===== config.mk =====
export PLATFORM = sky130hd
export DESIGN_NAME = return_stack
export DESIGN_NICKNAME = d
export VERILOG_FILES = /design/src/rtl/return_stack_pkg.sv /design/src/rtl/return_stack_lifo_mem.sv /design/src/rtl/return_stack.sv
export SDC_FILE = /design/constraint.sdc
export NUM_CORES = 1
export LEC_CHECK = 0
export CORE_ASPECT_RATIO = 1.1
export CORE_MARGIN = 2
export CORE_UTILIZATION = 55
export CTS_CLUSTER_SIZE = 40
export DETAILED_ROUTE_END_ITERATION = 12
export PLACE_DENSITY = 0.85
export SYNTH_ARGS = -nofsm -noshare
export SYNTH_HDL_FRONTEND = slang
export SYNTH_SLANG_ARGS = --single-unit
export TNS_END_PERCENT = 20

===== constraint.sdc =====
create_clock -name clk -period 3.4 [get_ports clk]
set_clock_uncertainty 0.2 [all_clocks]
set_input_delay 0.34 -clock clk [delete_from_list [all_inputs] [get_ports clk]]
set_output_delay 0.34 -clock clk [all_outputs]
set_load 0.02 [all_outputs]

===== src/rtl/return_stack_pkg.sv =====
// ---------------------------------------------------------------------------
// return_stack_pkg
//   Shared constants and types for the return-address stack.
//   ADDR_W       : PC / return-address width
//   RSTACK_DEPTH : number of stack entries (power of two)
//   RSTACK_PTRW  : log2(RSTACK_DEPTH)
//   rs_op_e      : operation decoded from {push, pop}
// ---------------------------------------------------------------------------
package return_stack_pkg;

  localparam int ADDR_W       = 10;
  localparam int RSTACK_DEPTH = 8;
  localparam int RSTACK_PTRW  = 3;

  // Encoding matches the raw {push, pop} pair so decode is a plain cast.
  typedef enum logic [1:0] {
    OP_HOLD = 2'b00,
    OP_POP  = 2'b01,
    OP_PUSH = 2'b10,
    OP_REPL = 2'b11
  } rs_op_e;

  function automatic rs_op_e rs_decode(input logic push, input logic pop);
    return rs_op_e'({push, pop});
  endfunction

endpackage


===== src/rtl/return_stack_lifo_mem.sv =====
// ---------------------------------------------------------------------------
// lifo_mem
//   DEPTH x WIDTH storage for the return stack. Synchronous write,
//   combinational read, no reset (contents survive a stack reset).
//   clk : clock
//   we  : write enable
//   wa  : write address
//   wd  : write data
//   ra  : read address
//   rd  : read data (combinational from ra)
// ---------------------------------------------------------------------------
module lifo_mem #(
  parameter int WIDTH = 10,
  parameter int DEPTH = 8,
  parameter int PTRW  = 3
) (
  input  logic             clk,
  input  logic             we,
  input  logic [PTRW-1:0]  wa,
  input  logic [WIDTH-1:0] wd,
  input  logic [PTRW-1:0]  ra,
  output logic [WIDTH-1:0] rd
);

  logic [WIDTH-1:0] mem_q [DEPTH];

  always_ff @(posedge clk) begin
    if (we) begin
      mem_q[wa] <= wd;
    end
  end

  assign rd = mem_q[ra];

endmodule


===== src/rtl/return_stack.sv =====
// ---------------------------------------------------------------------------
// return_stack
//   Return-address LIFO for subroutine call/return. Holds the stack
//   pointer, occupancy count, sticky overflow/underflow flags and the
//   push/pop decode; storage lives in lifo_mem.
//   clk   : clock, all state changes on the rising edge
//   reset : asynchronous active-low reset
//   push  : push d (call)
//   pop   : discard top (return)
//   clr   : synchronous clear of ovf/udf
//   d     : return address to push
//   q     : top of stack, 0 when empty
//   empty : count == 0
//   full  : count == DEPTH
//   ovf   : sticky, push while full
//   udf   : sticky, pop while empty
// ---------------------------------------------------------------------------
module return_stack
  import return_stack_pkg::*;
#(
  parameter int WIDTH = ADDR_W,
  parameter int DEPTH = RSTACK_DEPTH,
  parameter int PTRW  = RSTACK_PTRW
) (
  input  logic             clk,
  input  logic             reset,
  input  logic             push,
  input  logic             pop,
  input  logic             clr,
  input  logic [WIDTH-1:0] d,
  output logic [WIDTH-1:0] q,
  output logic             empty,
  output logic             full,
  output logic             ovf,
  output logic             udf
);

  localparam logic [PTRW:0]   CNT_FULL = (PTRW+1)'(DEPTH);
  localparam logic [PTRW-1:0] PTR_ONE  = PTRW'(1);
  localparam logic [PTRW:0]   CNT_ONE  = (PTRW+1)'(1);

  logic [PTRW-1:0]  sp_q, sp_d;
  logic [PTRW:0]    cnt_q, cnt_d;
  logic             ovf_q, ovf_d;
  logic             udf_q, udf_d;

  logic             mem_we;
  logic [PTRW-1:0]  mem_wa;
  logic [PTRW-1:0]  top_ptr;
  logic [WIDTH-1:0] mem_rd;
  rs_op_e           op;

  assign op      = rs_decode(push, pop);
  assign top_ptr = sp_q - PTR_ONE;
  assign empty   = (cnt_q == '0);
  assign full    = (cnt_q == CNT_FULL);
  assign q       = empty ? '0 : mem_rd;
  assign ovf     = ovf_q;
  assign udf     = udf_q;

  always_comb begin
    sp_d   = sp_q;
    cnt_d  = cnt_q;
    // Clear first; any set below overrides it in the same cycle.
    ovf_d  = ovf_q & ~clr;
    udf_d  = udf_q & ~clr;
    mem_we = 1'b0;
    mem_wa = sp_q;

    unique case (op)
      OP_HOLD: ;
      OP_PUSH: begin
        mem_we = 1'b1;
        sp_d   = sp_q + PTR_ONE;
        // When full, sp already points at the oldest entry, so the
        // write overwrites it and the count saturates.
        if (full) begin
          ovf_d = 1'b1;
        end else begin
          cnt_d = cnt_q + CNT_ONE;
        end
      end
      OP_POP: begin
        if (empty) begin
          udf_d = 1'b1;
        end else begin
          sp_d  = top_ptr;
          cnt_d = cnt_q - CNT_ONE;
        end
      end
      OP_REPL: begin
        mem_we = 1'b1;
        if (empty) begin
          // Nothing to replace: acts as a plain push, no flags.
          sp_d  = sp_q + PTR_ONE;
          cnt_d = cnt_q + CNT_ONE;
        end else begin
          mem_wa = top_ptr;
        end
      end
      default: ;
    endcase
  end

  always_ff @(posedge clk or negedge reset) begin
    if (!reset) begin
      sp_q  <= '0;
      cnt_q <= '0;
      ovf_q <= 1'b0;
      udf_q <= 1'b0;
    end else begin
      sp_q  <= sp_d;
      cnt_q <= cnt_d;
      ovf_q <= ovf_d;
      udf_q <= udf_d;
    end
  end

  lifo_mem #(
    .WIDTH (WIDTH),
    .DEPTH (DEPTH),
    .PTRW  (PTRW)
  ) u_mem (
    .clk (clk),
    .we  (mem_we),
    .wa  (mem_wa),
    .wd  (d),
    .ra  (top_ptr),
    .rd  (mem_rd)
  );

endmodule


==> results of run 1 <==
worst reg2reg max path, stage by stage (launching register included):
cell and delay, ps:
dfrtp_1 520, o41ai_2 780, nand3_1 150, a21boi_0 670
buf_4 310
stage by stage:
stage | instance area, µm² | util, % | power (µW) | instances
2_1_floorplan | 3879 | - | 3105 | 325
3_3_place_gp | 4380 | 63.24 | 4090 | 439
3_5_place_dp | 4380 | 63.24 | 4163 | 439
4_1_cts | 4588 | 66.24 | 4934 | 455
5_1_grt | 4598 | 66.38 | 5228 | 455
6_report | 4598 | 66.38 | 4944 | 455
final timing paths:
check	endpoint	from	slack, ps
max in group asynchronous	sp_q[1]$_DFFE_PN0P_	reset	2560
min reg2reg	ovf$_DFF_PN0_	ovf$_DFF_PN0_	350
max reg2reg	u_mem.mem_q[2][0]$_DFFE_PP_	cnt_q[0]$_DFFE_PN0P_	480
max	q[4]	sp_q[1]$_DFFE_PN0P_	130
min	ovf$_DFF_PN0_	reset	110
min in group clk	ovf$_DFF_PN0_	ovf$_DFF_PN0_	350
flip-flops by register name (all words and copies together), names as in the netlist:
name,count
ovf,1
u_mem.mem_q,80
sp_q,3
cnt_q,4
udf,1
layout by cell type (no fill, tap or decap), types with 3 or more instances in the layout:
cell	instances
o22ai_1	4
nor2_1	4
nand2_1	86
buf_4	21
inv_1	7
a21oi_1	3
and4_1	10
edfxtp_1	80
o21ai_0	6
xnor2_1	4
nand3_1	38
clkdlybuf4s50_1	28
and3_1	3
nor2b_1	3
nand4_1	3
dfrtp_1	9
a31oi_1	12
clkbuf_8	9
a21boi_0	4
power breakdown:
part	total, µW	internal [µW]	switching [µW]	leakage [µW]
Combinational	2640	1100	1540	0.000683
Clock	734	350	384	0.0000990
Sequential	1570	1430	143	0.000839
layout make-up:
type	instances	area, µm²
flip-flops and latches	89	2628
fillers	476	2328
multi-input cells	206	1154
repair buffers	51	478.0
clock buffers	10	127.6
well taps	85	106.4
clock inverters	6	75.07
inverters	8	30.03
logic make-up after synthesis:
kind of cell | count (synthesis) | synth area share [%]
simple gates | 159 | 19.65
flops | 89 | 67.74
compound gates | 35 | 5.968
buf+inv | 30 | 3.194
xor+xnor | 7 | 1.968
fa+ha+maj | 4 | 1.226
mux | 1 | 0.2581
repair_timing:
action | 4_1_cts | 5_1_grt
pin swaps | 0 | 0
endpoints found under the setup margin | 10 | 10
endpoints found under the hold margin | 0 | 0
gates resized for setup | 2 | 2
per-layer routing:
layer / up-vias / GRT usage, %
met4: 0 / 10.89
met1: 1308 / 30.13
met3: 34 / 6.121
li1: 1257 / -
met5: - / 0
met2: 134 / 37.70
==> flow_summary.json, run 1 <==
{
  "worst_slack_ps": 134.2,
  "routed-via-count": 2733,
  "first_pass_iters": 5,
  "ir_worst_vdd_mv": 0.7471,
  "die_x_um": 84.07,
  "synthesis.area_mm2": 0.003879,
  "endpoint_kind": "primary output",
  "hold_viol_final": 0,
  "dr_wl_met3_um": 673,
  "crit_arrival_ps": 2730,
  "period_minus_slack_ps": 3266,
  "die-area_mm2": 0.007741,
  "wl_met2_mm": 4.233,
  "async_flop_share_pct": 10.11,
  "drive_above_1_share_pct": 12.43,
  "gp_congestion": 0.9659,
  "r2r_cells": 4,
  "grt_start_max_net_pins": 45,
  "grt_remaining_overflow": 0,
  "ioPinCount": 29,
  "post-dp-hpwl_mm": 5.306,
  "max_freq_mhz": 306.2,
  "slew_violations": 0,
  "netlist_top_cells_area": "edfxtp_1 62%, nand2_1 8.3%, dfrtp_1 5.8%",
  "ys_ff_latch": 89,
  "top_layer": "met4",
  "antenna_found_initial": 0,
  "avgViaCountPerCell": 6.007,
  "critPathSlowestCell": "clkdlybuf4s50_1",
  "start_util_pct": 56.00,
  "syn_avg_cell_area_um2": 11.93,
  "grt_pass1_vias": 2714,
  "crit_path_start_kind": "flop",
  "tightestPinTransition_ps": 776.7,
  "clkLatencyLatePin_ps": 360,
  "cts_setup_buffers": 0,
  "yosysWarningCount": 0,
  "wl_met1_mm": 3.341,
  "slowest_delay_ps": 610,
  "fin_crit_sh_pct": 96.05,
  "cp_num_buf_inv": 3,
  "synthTopCellsByCount": "86 x nand2_1, 80 x edfxtp_1, 38 x nand3_1, 14 x clkbuf_1, 12 x a31oi_1",
  "area_growth_pct": 18.55,
  "path_cells": "inv_2 > ha_4 > xor2_2 > buf_12 > nand2_1 > a31oi_1 > and4_1 > clkdlybuf4s50_1",
  "fp.dieH_um": 92.08,
  "outcome": "finished clean",
  "synth.most_common_cell": "nand2_1",
  "synth_top_area_cell": "edfxtp_1",
  "synth_edf_count": 80,
  "synthFlopType": "edfxtp_1",
  "critPathKind": "reg -> out",
  "fin_tns_setup_ps": 0,
  "cts_buffer_depth": 2,
  "ant_nets": 0,
  "cts_made_buffers": 9,
  "syn_inst": 325,
  "htree_num_levels": 3,
  "synth.distinct_cells": 40,
  "ys_seq_area_share_pct": 67.74,
  "p_per_area_mw_per_mm2": 1075,
  "hold_path.class": "in -> async",
  "nets": 383,
  "cts_tree": "yes",
  "path_delay_family": "buffers and inverters",
  "cp.depth": 8,
  "yosysTopAreaCellShare_pct": 61.94,
  "grt_util_all_layers_pct": 23.55,
  "hold_ws_ps": 106.0,
  "core_mm2": 0.006927,
  "required_ps": 2860,
  "setup_viol": 0,
  "cts.sinks": 89,
  "cts.hold.buffers_added": 0,
  "syn_nets": 343,
  "wirelength_mm": 8.544,
  "p_leak_uw": 0.001620,
  "drcViolationCount": 0,
  "portBuffers": 28,
  "row_count": 32,
  "max_cap_violations": 0,
  "dpl_worst_slack_ps": 367.2,
  "rsz0062_at_grt": "no",
  "cp_max_fo": 44,
  "max_slew_margin_pct": 47.76,
  "antenna_cells": 0,
  "drt_iter0_markers": 290,
  "cts_root_buffer": "clkbuf_8",
  "path_clk_slew_ps": 90,
  "wl_per_cell_um": 18.78,
  "grt_pass1_wl_mm": 13.81
}
(Power assumes the default switching activity.)
==> run 2, diff against run 1 <==
- PLACE_DENSITY: 0.85 -> 0.81
==> flow_summary.json, run 2 (same netlist as run 1, synthesis figures left out) <==
{
  "crit_arrival_ps": 2770,
  "gp_congestion": 0.8204,
  "slowest_delay_ps": 610,
  "ant_nets": 0,
  "critPathSlowestCell": "clkdlybuf4s50_1",
  "max_cap_violations": 0,
  "hold_ws_ps": 85.52,
  "crit_path_start_kind": "flop",
  "cts.hold.buffers_added": 0,
  "p_leak_uw": 0.001637,
  "grt_pass1_wl_mm": 13.32,
  "p_per_area_mw_per_mm2": 1085,
  "ioPinCount": 29,
  "nets": 384,
  "cts_setup_buffers": 0,
  "row_count": 32,
  "final_common_cell": "nand2_1",
  "path_cells": "inv_2 > ha_4 > xor2_4 > buf_12 > nand2_1 > a31oi_1 > and4_1 > clkdlybuf4s50_1",
  "endpoint_kind": "primary output",
  "routed-via-count": 2745,
  "start_util_pct": 56.00,
  "max_slew_margin_pct": 54.45,
  "required_ps": 2860,
  "die_x_um": 84.07,
  "hold_path.class": "in -> async",
  "cts_root_buffer": "clkbuf_8",
  "layout_common_cells": "86 x nand2_1, 80 x edfxtp_1, 38 x nand3_1, 27 x clkdlybuf4s50_1, 21 x buf_4",
  "antenna_cells": 0,
  "grt_util_all_layers_pct": 23.03,
  "antenna_found_initial": 0,
  "tightestPinTransition_ps": 678.2,
  "cts_tree": "yes",
  "first_pass_iters": 4,
  "hold_viol_final": 0,
  "grt_remaining_overflow": 0,
  "ir_worst_vdd_mv": 0.7580,
  "post-dp-hpwl_mm": 5.228,
  "cts.sinks": 89,
  "drcViolationCount": 0,
  "drt_iter0_markers": 468,
  "grt_pass1_vias": 2597,
  "fin_crit_sh_pct": 97.36,
  "wirelength_mm": 8.519,
  "setup_viol": 0,
  "fp.dieH_um": 92.08,
  "rsz0062_at_grt": "no",
  "path_clk_slew_ps": 90,
  "regMostFlops": "u_mem.mem_q",
  "cts_buffer_depth": 2,
  "clkLatencyLatePin_ps": 360,
  "r2r_slack_ps": 560,
  "portBuffers": 28,
  "cts_made_buffers": 9,
  "die-area_mm2": 0.007741,
  "critPathKind": "reg -> out",
  "htree_num_levels": 3,
  "slew_violations": 0,
  "core_mm2": 0.006927,
  "cp_max_fo": 22,
  "drive_above_1_share_pct": 12.94,
  "avgViaCountPerCell": 6.020,
  "largest_register_ffs": 80,
  "fin_tns_setup_ps": 0,
  "period_minus_slack_ps": 3310,
  "wl_per_cell_um": 18.68,
  "max_freq_mhz": 302.1,
  "utilization_pct": 66.65,
  "grt_start_max_net_pins": 45,
  "outcome": "finished clean",
  "largestRegisters": "u_mem.mem_q x80, cnt_q x4, sp_q x3",
  "area_growth_pct": 19.03
}
-- run 2: metal layers --
layer	wire, µm	GRT usage (%)	part of all wire (%)	up-vias
met1	3336	30.18	39	1325
met3	622	5.221	7.3	25
met4	291	11.83	3.4	0
met5	0	0	0	-
met2	4268	36.11	50	133
li1	-	-	-	1262
-- run 2: through the flow --
| step | area, µm² | instances | setup slack (ps) | power [µW] |
|---|---|---|---|---|
| 2_1_floorplan | 3879 | 325 | 327.9 | 3105 |
| 3_3_place_gp | 4380 | 439 | 442.1 | 4108 |
| 3_5_place_dp | 4380 | 439 | 277.1 | 4184 |
| 4_1_cts | 4577 | 455 | 76.68 | 4904 |
| 5_1_grt | 4617 | 456 | 9.743 | 5291 |
| 6_report | 4617 | 456 | 89.61 | 5011 |
-- run 2: path summary, 6_finish.rpt --
check,startpoint,endpoint,cells past startpoint
max,sp_q[1]$_DFFE_PN0P_,q[9],8
min,reset,cnt_q[2]$_DFFE_PN0P_,1
max reg2reg,cnt_q[1]$_DFFE_PN0P_,u_mem.mem_q[3][6]$_DFFE_PP_,5
min reg2reg,ovf$_DFF_PN0_,ovf$_DFF_PN0_,2
max in group asynchronous,reset,sp_q[1]$_DFFE_PN0P_,1
min in group clk,ovf$_DFF_PN0_,ovf$_DFF_PN0_,2
-- run 2: worst max-delay path: cells and delay by family (launching register included) --
family | cells | cell delay, ps
buf+inv | 3 | 950
flops | 1 | 470
simple gates | 2 | 330
xor+xnor | 1 | 240
fa+ha+maj | 1 | 220
compound gates | 1 | 190
-- run 2: power breakdown --
group	leakage (µW)	switching, µW	internal (µW)
registers	0.000837	147	1430
clock network	0.0000917	400	284
logic	0.000708	1590	1160
total	0.00164	2140	2870
-- run 2: final cells by class --
class | instances | area [µm²]
clock buffers | 10 | 127.6
inverters | 8 | 30.03
fillers | 472 | 2310
multi-input cells | 206 | 1162
well taps | 85 | 106.4
clock inverters | 6 | 56.30
repair buffers | 52 | 505.5
flip-flops and latches | 89 | 2629
-- run 2: timing repair --
action                     in CTS  in global routing
setup endpoints to repair      10                  6
gates cloned                    0                  1
pin swaps                       0                  0
resized for setup               3                  4
==> run 3, diff against run 2 <==
- TNS_END_PERCENT: 20 -> not set
==> results of run 3 <==
No change in the layout: final DEF, timing and power equal those of run 2.
